--- config.mk ---
export PLATFORM = sky130hd
export DESIGN_NAME = cla_adder_seq_flat
export DESIGN_NICKNAME = d
export VERILOG_FILES = /design/src/rtl/cla_adder_seq_if.sv /design/src/rtl/cla_adder_seq.sv /design/src/flat_wrapper.sv
export SDC_FILE = /design/constraint.sdc
export NUM_CORES = 1
export LEC_CHECK = 0
export BUFFER_PORTS_ARGS = -buffer_cell sky130_fd_sc_hd__buf_4
export CAP_MARGIN = 20
export CORE_MARGIN = 2
export CORE_UTILIZATION = 60
export DETAILED_ROUTE_END_ITERATION = 10
export PLACE_DENSITY = 0.88
export SLEW_MARGIN = 15
export SYNTH_ARGS = -nofsm -noshare
export SYNTH_HDL_FRONTEND = slang
export SYNTH_SLANG_ARGS = --single-unit
--- constraint.sdc ---
create_clock -name clk -period 5.36 [get_ports clk]
set_input_delay 0.804 -clock clk [delete_from_list [all_inputs] [get_ports clk]]
set_output_delay 0.804 -clock clk [all_outputs]
set_load 0.05 [all_outputs]
--- src/rtl/cla_adder_seq_if.sv ---
// Operand/result bundle for cla_adder_seq: start handshake, operands, and registered result.
interface cla_adder_seq_if #(
    parameter int WIDTH = 16
);
    logic             start;
    logic [WIDTH-1:0] a;
    logic [WIDTH-1:0] b;
    logic             cin;
    logic             sub;
    logic [WIDTH-1:0] s;
    logic             cout;
    logic             ovr;
    logic             busy;
    logic             done;

    modport master (
        output start, a, b, cin, sub,
        input  s, cout, ovr, busy, done
    );

    modport slave (
        input  start, a, b, cin, sub,
        output s, cout, ovr, busy, done
    );
endinterface

--- src/rtl/cla_adder_seq.sv ---
// Multi-cycle adder: one GROUP-bit carry-lookahead slice per cycle, LSB group first.
// Optional subtract support is compiled in when CLA_ADDER_SEQ_SUB_EN is defined.
module cla_adder_seq #(
    parameter int WIDTH = 16,
    parameter int GROUP = 4
) (
    input  logic            clk,
    input  logic            rst,
    cla_adder_seq_if.slave  bus
);
    localparam int NG    = WIDTH / GROUP;
    localparam int IDX_W = (NG > 1) ? $clog2(NG) : 1;

    typedef enum logic [1:0] {
        IDLE = 2'd0,
        RUN  = 2'd1,
        DONE = 2'd2
    } state_t;

    state_t           r_state;
    state_t           w_next;

    logic [WIDTH-1:0] r_a;
    logic [WIDTH-1:0] r_b;
    logic [WIDTH-1:0] r_acc;
    logic [WIDTH-1:0] r_s;
    logic             r_carry;
    logic             r_cout;
    logic             r_ovr;
    logic [IDX_W-1:0] r_idx;

    logic [WIDTH-1:0] w_b_eff;
    logic             w_cin_eff;
    logic [31:0]      w_base;
    logic [WIDTH-1:0] w_a_sh;
    logic [WIDTH-1:0] w_b_sh;
    logic [GROUP-1:0] w_p;
    logic [GROUP-1:0] w_g;
    logic [GROUP:0]   w_c;
    logic [GROUP-1:0] w_sum;
    logic [WIDTH-1:0] w_acc_nxt;
    logic             w_last;

    // Every carry is a flat sum of products over p, g and the incoming carry.
    function automatic logic [GROUP:0] cla_carries(
        input logic [GROUP-1:0] p,
        input logic [GROUP-1:0] g,
        input logic             c0
    );
        logic [GROUP:0] c;
        logic           t;
        logic           pp;
        c    = '0;
        c[0] = c0;
        for (int i = 0; i < GROUP; i++) begin
            t  = 1'b0;
            pp = 1'b1;
            for (int j = i; j >= 0; j--) begin
                t  = t | (pp & g[j]);
                pp = pp & p[j];
            end
            c[i+1] = t | (pp & c0);
        end
        return c;
    endfunction

`ifdef CLA_ADDER_SEQ_SUB_EN
    assign w_b_eff   = bus.sub ? ~bus.b : bus.b;
    assign w_cin_eff = bus.cin ^ bus.sub;
`else
    logic w_unused_sub;
    assign w_unused_sub = bus.sub;
    assign w_b_eff      = bus.b;
    assign w_cin_eff    = bus.cin;
`endif

    assign w_base    = 32'(r_idx) * 32'(GROUP);
    assign w_a_sh    = r_a >> w_base;
    assign w_b_sh    = r_b >> w_base;
    assign w_p       = w_a_sh[GROUP-1:0] ^ w_b_sh[GROUP-1:0];
    assign w_g       = w_a_sh[GROUP-1:0] & w_b_sh[GROUP-1:0];
    assign w_c       = cla_carries(w_p, w_g, r_carry);
    assign w_sum     = w_p ^ w_c[GROUP-1:0];
    assign w_acc_nxt = r_acc | (WIDTH'(w_sum) << w_base);
    assign w_last    = (r_idx == IDX_W'(NG - 1));

    always_ff @(posedge clk or posedge rst) begin
        if (rst) begin
            r_state <= IDLE;
        end else begin
            r_state <= w_next;
        end
    end

    always_comb begin
        w_next = r_state;
        case (r_state)
            IDLE:    if (bus.start) w_next = RUN;
            RUN:     if (w_last)    w_next = DONE;
            DONE:    w_next = IDLE;
            default: w_next = IDLE;
        endcase
    end

    // start is only looked at in IDLE, so a request while busy leaves everything untouched.
    always_ff @(posedge clk or posedge rst) begin
        if (rst) begin
            r_a     <= '0;
            r_b     <= '0;
            r_acc   <= '0;
            r_s     <= '0;
            r_carry <= 1'b0;
            r_cout  <= 1'b0;
            r_ovr   <= 1'b0;
            r_idx   <= '0;
        end else begin
            case (r_state)
                IDLE: begin
                    if (bus.start) begin
                        r_a     <= bus.a;
                        r_b     <= w_b_eff;
                        r_carry <= w_cin_eff;
                        r_idx   <= '0;
                        r_acc   <= '0;
                    end
                end
                RUN: begin
                    r_acc   <= w_acc_nxt;
                    r_carry <= w_c[GROUP];
                    r_idx   <= r_idx + 1'b1;
                    if (w_last) begin
                        r_s    <= w_acc_nxt;
                        r_cout <= w_c[GROUP];
                        r_ovr  <= w_c[GROUP] ^ w_c[GROUP-1];
                    end
                end
                default: begin
                end
            endcase
        end
    end

    assign bus.s    = r_s;
    assign bus.cout = r_cout;
    assign bus.ovr  = r_ovr;
    assign bus.busy = (r_state != IDLE);
    assign bus.done = (r_state == DONE);
endmodule
--- src/flat_wrapper.sv ---
// flat-port wrapper written by rule: the top's interface ports become plain ports
module cla_adder_seq_flat 
#(
    parameter int WIDTH = 16,
    parameter int GROUP = 4
)
  (clk, rst, bus_start, bus_a, bus_b, bus_cin, bus_sub, bus_s, bus_cout, bus_ovr, bus_busy, bus_done);
  cla_adder_seq_if #(.WIDTH(WIDTH)) bus_i ();
  input  logic clk;
  input  logic rst;
  input wire logic [$bits(bus_i.start)-1:0] bus_start;
  input wire logic [$bits(bus_i.a)-1:0] bus_a;
  input wire logic [$bits(bus_i.b)-1:0] bus_b;
  input wire logic [$bits(bus_i.cin)-1:0] bus_cin;
  input wire logic [$bits(bus_i.sub)-1:0] bus_sub;
  output wire logic [$bits(bus_i.s)-1:0] bus_s;
  output wire logic [$bits(bus_i.cout)-1:0] bus_cout;
  output wire logic [$bits(bus_i.ovr)-1:0] bus_ovr;
  output wire logic [$bits(bus_i.busy)-1:0] bus_busy;
  output wire logic [$bits(bus_i.done)-1:0] bus_done;
  assign bus_i.start = bus_start;
  assign bus_i.a = bus_a;
  assign bus_i.b = bus_b;
  assign bus_i.cin = bus_cin;
  assign bus_i.sub = bus_sub;
  assign bus_s = bus_i.s;
  assign bus_cout = bus_i.cout;
  assign bus_ovr = bus_i.ovr;
  assign bus_busy = bus_i.busy;
  assign bus_done = bus_i.done;
  cla_adder_seq #(.WIDTH(WIDTH), .GROUP(GROUP)) u_core (.clk(clk), .rst(rst), .bus(bus_i));
endmodule
Word-level counts from Yosys, hierarchy flattened. Cells that the tools add are included.

Flip-flop bits (word level): 71. Output and inout bits: 20. Logic and storage cells: 65.

$add $sub $neg: 1. Equality and inequality tests: 5. Shift operators: 3. Muxes and demuxes: 9. Bitwise gates (word level): 31. Reduce and logical (&&, ||, !) cells: 7.

Operators by type and width (count): case mux 16 bit (2 select lines) (1); right shift 16 x 4 -> 4 bit (2); bitwise AND 1 bit (16); 2-to-1 mux 16 bit (1); OR 16 bit (1); << shifter 4 x 4 -> 16 bit (1); OR 1 bit (10); case mux 2 bit (2 select lines) (2); AND reduction 2 bit (4); XOR 4 bit (2); 2-to-1 mux 2 bit (3); bitwise AND 4 bit (1); == test 2 bit (second input constant) (2); nonzero test 2 bit (2); adder 2 x 1 -> 2 bit (second input constant) (1); == test 2 x 1 -> 1 bit (second input constant) (1); logical NOT 2 bit (1); != test 2 x 1 -> 1 bit (second input constant) (1); != test 2 bit (second input constant) (1); case mux 1 bit (2 select lines) (1); 2-to-1 mux 1 bit (1); XOR 1 bit (1).

Logic depth before layout (Yosys ltp).
Depth after elaboration: 10. Gate-level depth with buffers: 8. Mapped depth without buffers: 6.

Worst setup path before layout. Ideal clock, no wire load.

Path kind: register to register. From: register u_core.r_idx[0]. To: register u_core.r_s[3] (netlist: u_core.bus.s[3]). Setup time: 0.104 ns. Arrival: 2.299 ns. Setup slack: 2.957 ns. Cell stages (with the launch flop): 8. Buffers on the path: 1. Cell sequence: dfrtp_1 buf_4 mux4_2 ha_1 a41o_1 a21oi_4 xor2_4 o41ai_2.

Word-level cells in the longest chain between the ends: 9. Elaborated cells on any way between the ends: 17. Classes of those cells: 1 x eq/ne; 3 x shift; 12 x bitwise; 1 x reduce/logical.

Ends and longest elaborated chain: from (decl) (line cla_adder_seq.sv:30) `logic [IDX_W-1:0] r_idx;`; from (signal assigned) (line cla_adder_seq.sv:130) `r_idx <= r_idx + 1'b1;`; right shift 16 x 4 -> 4 bit, on equally long branches (line cla_adder_seq.sv:78, cla_adder_seq.sv:79); XOR 4 bit or bitwise AND 4 bit (tied branches) (line cla_adder_seq.sv:80, cla_adder_seq.sv:81); bitwise AND 1 bit, on equally long branches (line cla_adder_seq.sv:59, cla_adder_seq.sv:60); OR 1 bit, or another cell as far along (line cla_adder_seq.sv:59) `t = t | (pp & g[j]);`; OR 1 bit or bitwise AND 1 bit (tied branches) (line cla_adder_seq.sv:59, cla_adder_seq.sv:62); OR 1 bit (line cla_adder_seq.sv:62) `c[i+1] = t | (pp & c0);`; XOR 4 bit (line cla_adder_seq.sv:83) `assign w_sum = w_p ^ w_c[GROUP-1:0];`; << shifter 4 x 4 -> 16 bit (line cla_adder_seq.sv:84) `assign w_acc_nxt = r_acc | (WIDTH'(w_sum) << w_base);`; OR 16 bit (line cla_adder_seq.sv:84); to (signal assigned) (line cla_adder_seq.sv:132) `r_s <= w_acc_nxt;`; to (decl) (line cla_adder_seq.sv:26) `logic [WIDTH-1:0] r_s;`.

Parallel ways exist; a longest one is shown, timed or not. A chain may end at the register's enable or synchronous reset.

Worst setup path in the final report.
From: register u_core.r_idx[1]. To: register u_core.r_acc[7].

Word-level cells in the longest chain between the ends: 10. Elaborated cells on any way between the ends: 16. Classes of those cells: 3 x shift; 1 x mux; 12 x bitwise.

Ends and longest elaborated chain: right shift 16 x 4 -> 4 bit, on equally long branches (line cla_adder_seq.sv:78, cla_adder_seq.sv:79); XOR 4 bit or bitwise AND 4 bit (tied branches) (line cla_adder_seq.sv:80, cla_adder_seq.sv:81); bitwise AND 1 bit, on equally long branches (line cla_adder_seq.sv:59, cla_adder_seq.sv:60); OR 1 bit, or another cell as far along (line cla_adder_seq.sv:59); OR 1 bit or bitwise AND 1 bit (tied branches) (line cla_adder_seq.sv:59, cla_adder_seq.sv:62); OR 1 bit (line cla_adder_seq.sv:62); XOR 4 bit (line cla_adder_seq.sv:83); << shifter 4 x 4 -> 16 bit * (line cla_adder_seq.sv:84); OR 16 bit * (line cla_adder_seq.sv:84); case mux 16 bit (2 select lines) * (line cla_adder_seq.sv:117) `case (r_state)`; to (signal assigned) (line cla_adder_seq.sv:128) `r_acc <= w_acc_nxt;`; to (decl) (line cla_adder_seq.sv:25) `logic [WIDTH-1:0] r_acc;`.

Every way passes the cells marked *; elsewhere a longest branch is shown, timed or not.

==> flow_metrics.env <==
export IMPL_synth_area_per_cell_um2=9.95
export IMPL_core_um2=5200
export IMPL_place_congestion=0.780
export IMPL_seq_area_um2=1780
export IMPL_worstSkewPairLatency_ns=0.34
export IMPL_start_util=0.632
export IMPL_wirelength_um=6900
export IMPL_tightest_slew_ns=0.874
export IMPL_synth_enable_flop_cells=0
export IMPL_syn_inst=331
export IMPL_reg2reg_from="u_core.r_idx[1]"
export IMPL_r2r_slack_ns=2.43
export IMPL_status="complete, no violations"
export IMPL_grt_max_degree=72
export IMPL_synth_seq_cells=71
export IMPL_synth_top_cell_area_share=0.540
export IMPL_hold_path_class="reg2reg"
export IMPL_path_clk_slew_ns=0.08
export IMPL_skew_ns=0.00829
export IMPL_yosys_mux_area_fraction=0.0791
export IMPL_synth_xor_area_share=0.0163
export IMPL_period_needed_ns=2.93
export IMPL_cts_tree="done"
export IMPL_dieHeight_um=78.1
export IMPL_rsz0062_at_grt="no"
export IMPL_cts_buffers=9
export IMPL_grt_pass1_wl_um=11900
export IMPL_clk_path_buf_depth=2
export IMPL_global_route_overflow_total=0
export IMPL_syn_cell_area_um2=3290
export IMPL_wl_per_cell_um=15.1
export IMPL_yosys_warnings=0
export IMPL_crit_type="reg2reg"
export IMPL_vias_per_cell=5.59
export IMPL_cts_hold_buf=0
export IMPL_synthToLayoutAreaGrowth_pct=19.9
export IMPL_slew_violations=0
export IMPL_yosys_most_used_dff="dfrtp_1"
export IMPL_die_w_um=78.1
export IMPL_nFillCells=374
export IMPL_r2r_cells=6
export IMPL_setup_tns_ns=0
export IMPL_met1_usage=0.318
export IMPL_rows=26
export IMPL_num_antenna_cells=0
export IMPL_ys_types=39
export IMPL_async_flop_share=1.00
export IMPL_synth_top_area_cell="dfrtp_1"
export IMPL_yosysMostFrequentCell="nand2_1"
export IMPL_ios=57
export IMPL_synth_common_cells="nand2_1, dfrtp_1, nor2_1"
export IMPL_maxCapViolCount=0
export IMPL_cts_setup_buffers=0
export IMPL_yosys_top_cells_area="dfrtp_1, nand2_1, mux4_2, mux2i_1, ha_1"
export IMPL_synth_top_family_by_area="simple AND/OR/NAND/NOR gates"
export IMPL_startpoint_type="register"
export IMPL_cts_resized=0
export IMPL_dp_hpwl_um=4610
export IMPL_maxSlewHeadroom=0.417
export IMPL_track_usage=0.251
export IMPL_antenna_found_initial=0
export IMPL_grt_pass1_vias=2649
export IMPL_worstPathMaxFanout=21
export IMPL_design_die_area_um2=6090
export IMPL_drive_gt1_frac=0.233
export IMPL_setup_violations=0
export IMPL_port_buffers=55
export IMPL_cp_required_ns=5.56
export IMPL_drc=0
export IMPL_critical_path_startpoint="u_core.r_idx[1]"
export IMPL_worstSetupEndpoint="u_core.r_acc[7]"
export IMPL_yosysSeqAreaShare=0.540
export IMPL_fin_crit_sh=0.546
export IMPL_cts_root_buf="clkbuf_8"
export IMPL_ant_nets=0
export IMPL_multi_input_area_um2=1400
export IMPL_hold_violations=0
export IMPL_whs_path_depth=2
export IMPL_dr_pass1_iters=5
export IMPL_r2r_end="u_core.r_acc[7]"
export IMPL_grt_busiest_layer="met2"
export IMPL_max_freq_mhz=342
export IMPL_synth_adder_area_share=0.0289
export IMPL_clock_sinks=71
export IMPL_synth_compound_area_frac=0.104
export IMPL_use_met3=0.0448
export IMPL_grt_use_met2=0.426
export IMPL_first_iter_violations=230
export IMPL_vias=2554
export IMPL_yosys_area_share_simple=0.198
export IMPL_h_tree_depth=3
export IMPL_cp_end_kind="register"
export IMPL_final_nets=426
export IMPL_cp_arrival_ns=3.13
export IMPL_syn_nets=375
[cell type report]
type	instances	area share
tap	70	0.0222
sequential	71	0.450
clock inverter	3	0.0101
inverter	5	0.00476
clock buffer	13	0.0428
multi-input combinational	235	0.356
timing repair buffer	60	0.114
[how the worst min path moves through the flow]
stage              startpoint             end
2_1_floorplan  u_core.r_a[10]  u_core.r_a[10]
3_3_place_gp    u_core.r_a[1]   u_core.r_a[1]
3_5_place_dp    u_core.r_b[9]   u_core.r_b[9]
4_1_cts         u_core.r_b[9]   u_core.r_b[9]
5_1_grt        u_core.r_a[15]  u_core.r_a[15]
6_report        u_core.r_b[9]   u_core.r_b[9]
[stage by stage]
| stage | utilization | std cells | cell area [um^2] | hold slack (ns) | worst slack, ns |
|---|---|---|---|---|---|
| 6_report | 0.758 | 457 | 3950 | 0.476 | 2.43 |
| 5_1_grt | 0.758 | 457 | 3950 | 0.504 | 2.24 |
| 4_1_cts | 0.758 | 457 | 3950 | 0.475 | 2.45 |
| 3_5_place_dp | 0.718 | 441 | 3740 | 0.457 | 2.47 |
| 3_3_place_gp | 0.718 | 441 | 3740 | 0.453 | 2.50 |
| 2_1_floorplan | - | 331 | 3290 | 0.440 | 2.76 |
[worst max-delay path: stages, from the launching register on]
cell and delay [ns]:
dfrtp_1 0.89, mux4_2 0.45, ha_1 0.50, a41o_1 0.34
a21oi_4 0.22, xor2_4 0.28, o31ai_1 0.11
[metal layers]
layer	share of wire	wire, um
met1	0.41	2830
met2	0.51	3540
met3	0.053	365
met4	0.024	164
met5	0	0
[sequential cells by signal, summed over array words and instances, names as in the netlist]
name	cells
u_core.r_b	16
u_core.bus.cout	1
u_core.bus.s	16
u_core.r_carry	1
u_core.r_idx	2
u_core.bus.ovr	1
u_core.r_state	2
u_core.r_a	16
u_core.r_acc	16
[cell families (layout without fill, tap and decap cells)]
| logic type | Yosys count | count (layout) |
|---|---|---|
| muxes | 16 | 16 |
| DFF | 71 | 71 |
| and+or+nand+nor | 158 | 158 |
| buffers and inverters | 25 | 81 |
| xor gates and xnor gates | 4 | 4 |
| adders and majority gates | 7 | 7 |
| AOI/OAI and AO/OA | 50 | 50 |
[layout by cell type (no fill, tap or decap)]
master / count
and3_1: 2
o31ai_1: 7
xor2_4: 1
inv_1: 2
and2_1: 3
nor4_1: 1
clkinv_2: 2
clkbuf_8: 12
o41ai_1: 2
clkbuf_1: 1
nand4_1: 2
o211ai_1: 1
nand2b_1: 3
or3_1: 1
a21oi_4: 2
a21o_1: 2
a32o_1: 2
inv_2: 3
xor2_1: 2
o21ai_0: 11
nor2_1: 15
ha_1: 6
mux2i_1: 8
nand2_1: 119
nor2b_1: 3
a21oi_1: 14
a41o_1: 1
bufinv_16: 1
fa_1: 1
nor3_1: 1
or4_1: 2
nand3_1: 4
nand3b_1: 2
o41ai_2: 1
o32ai_1: 1
xnor2_1: 1
mux4_2: 8
a31oi_1: 6
dfrtp_1: 71
buf_4: 60
Power is not shown: default switching activity piles up to over one toggle a cycle in this logic, so the estimate is an artifact.
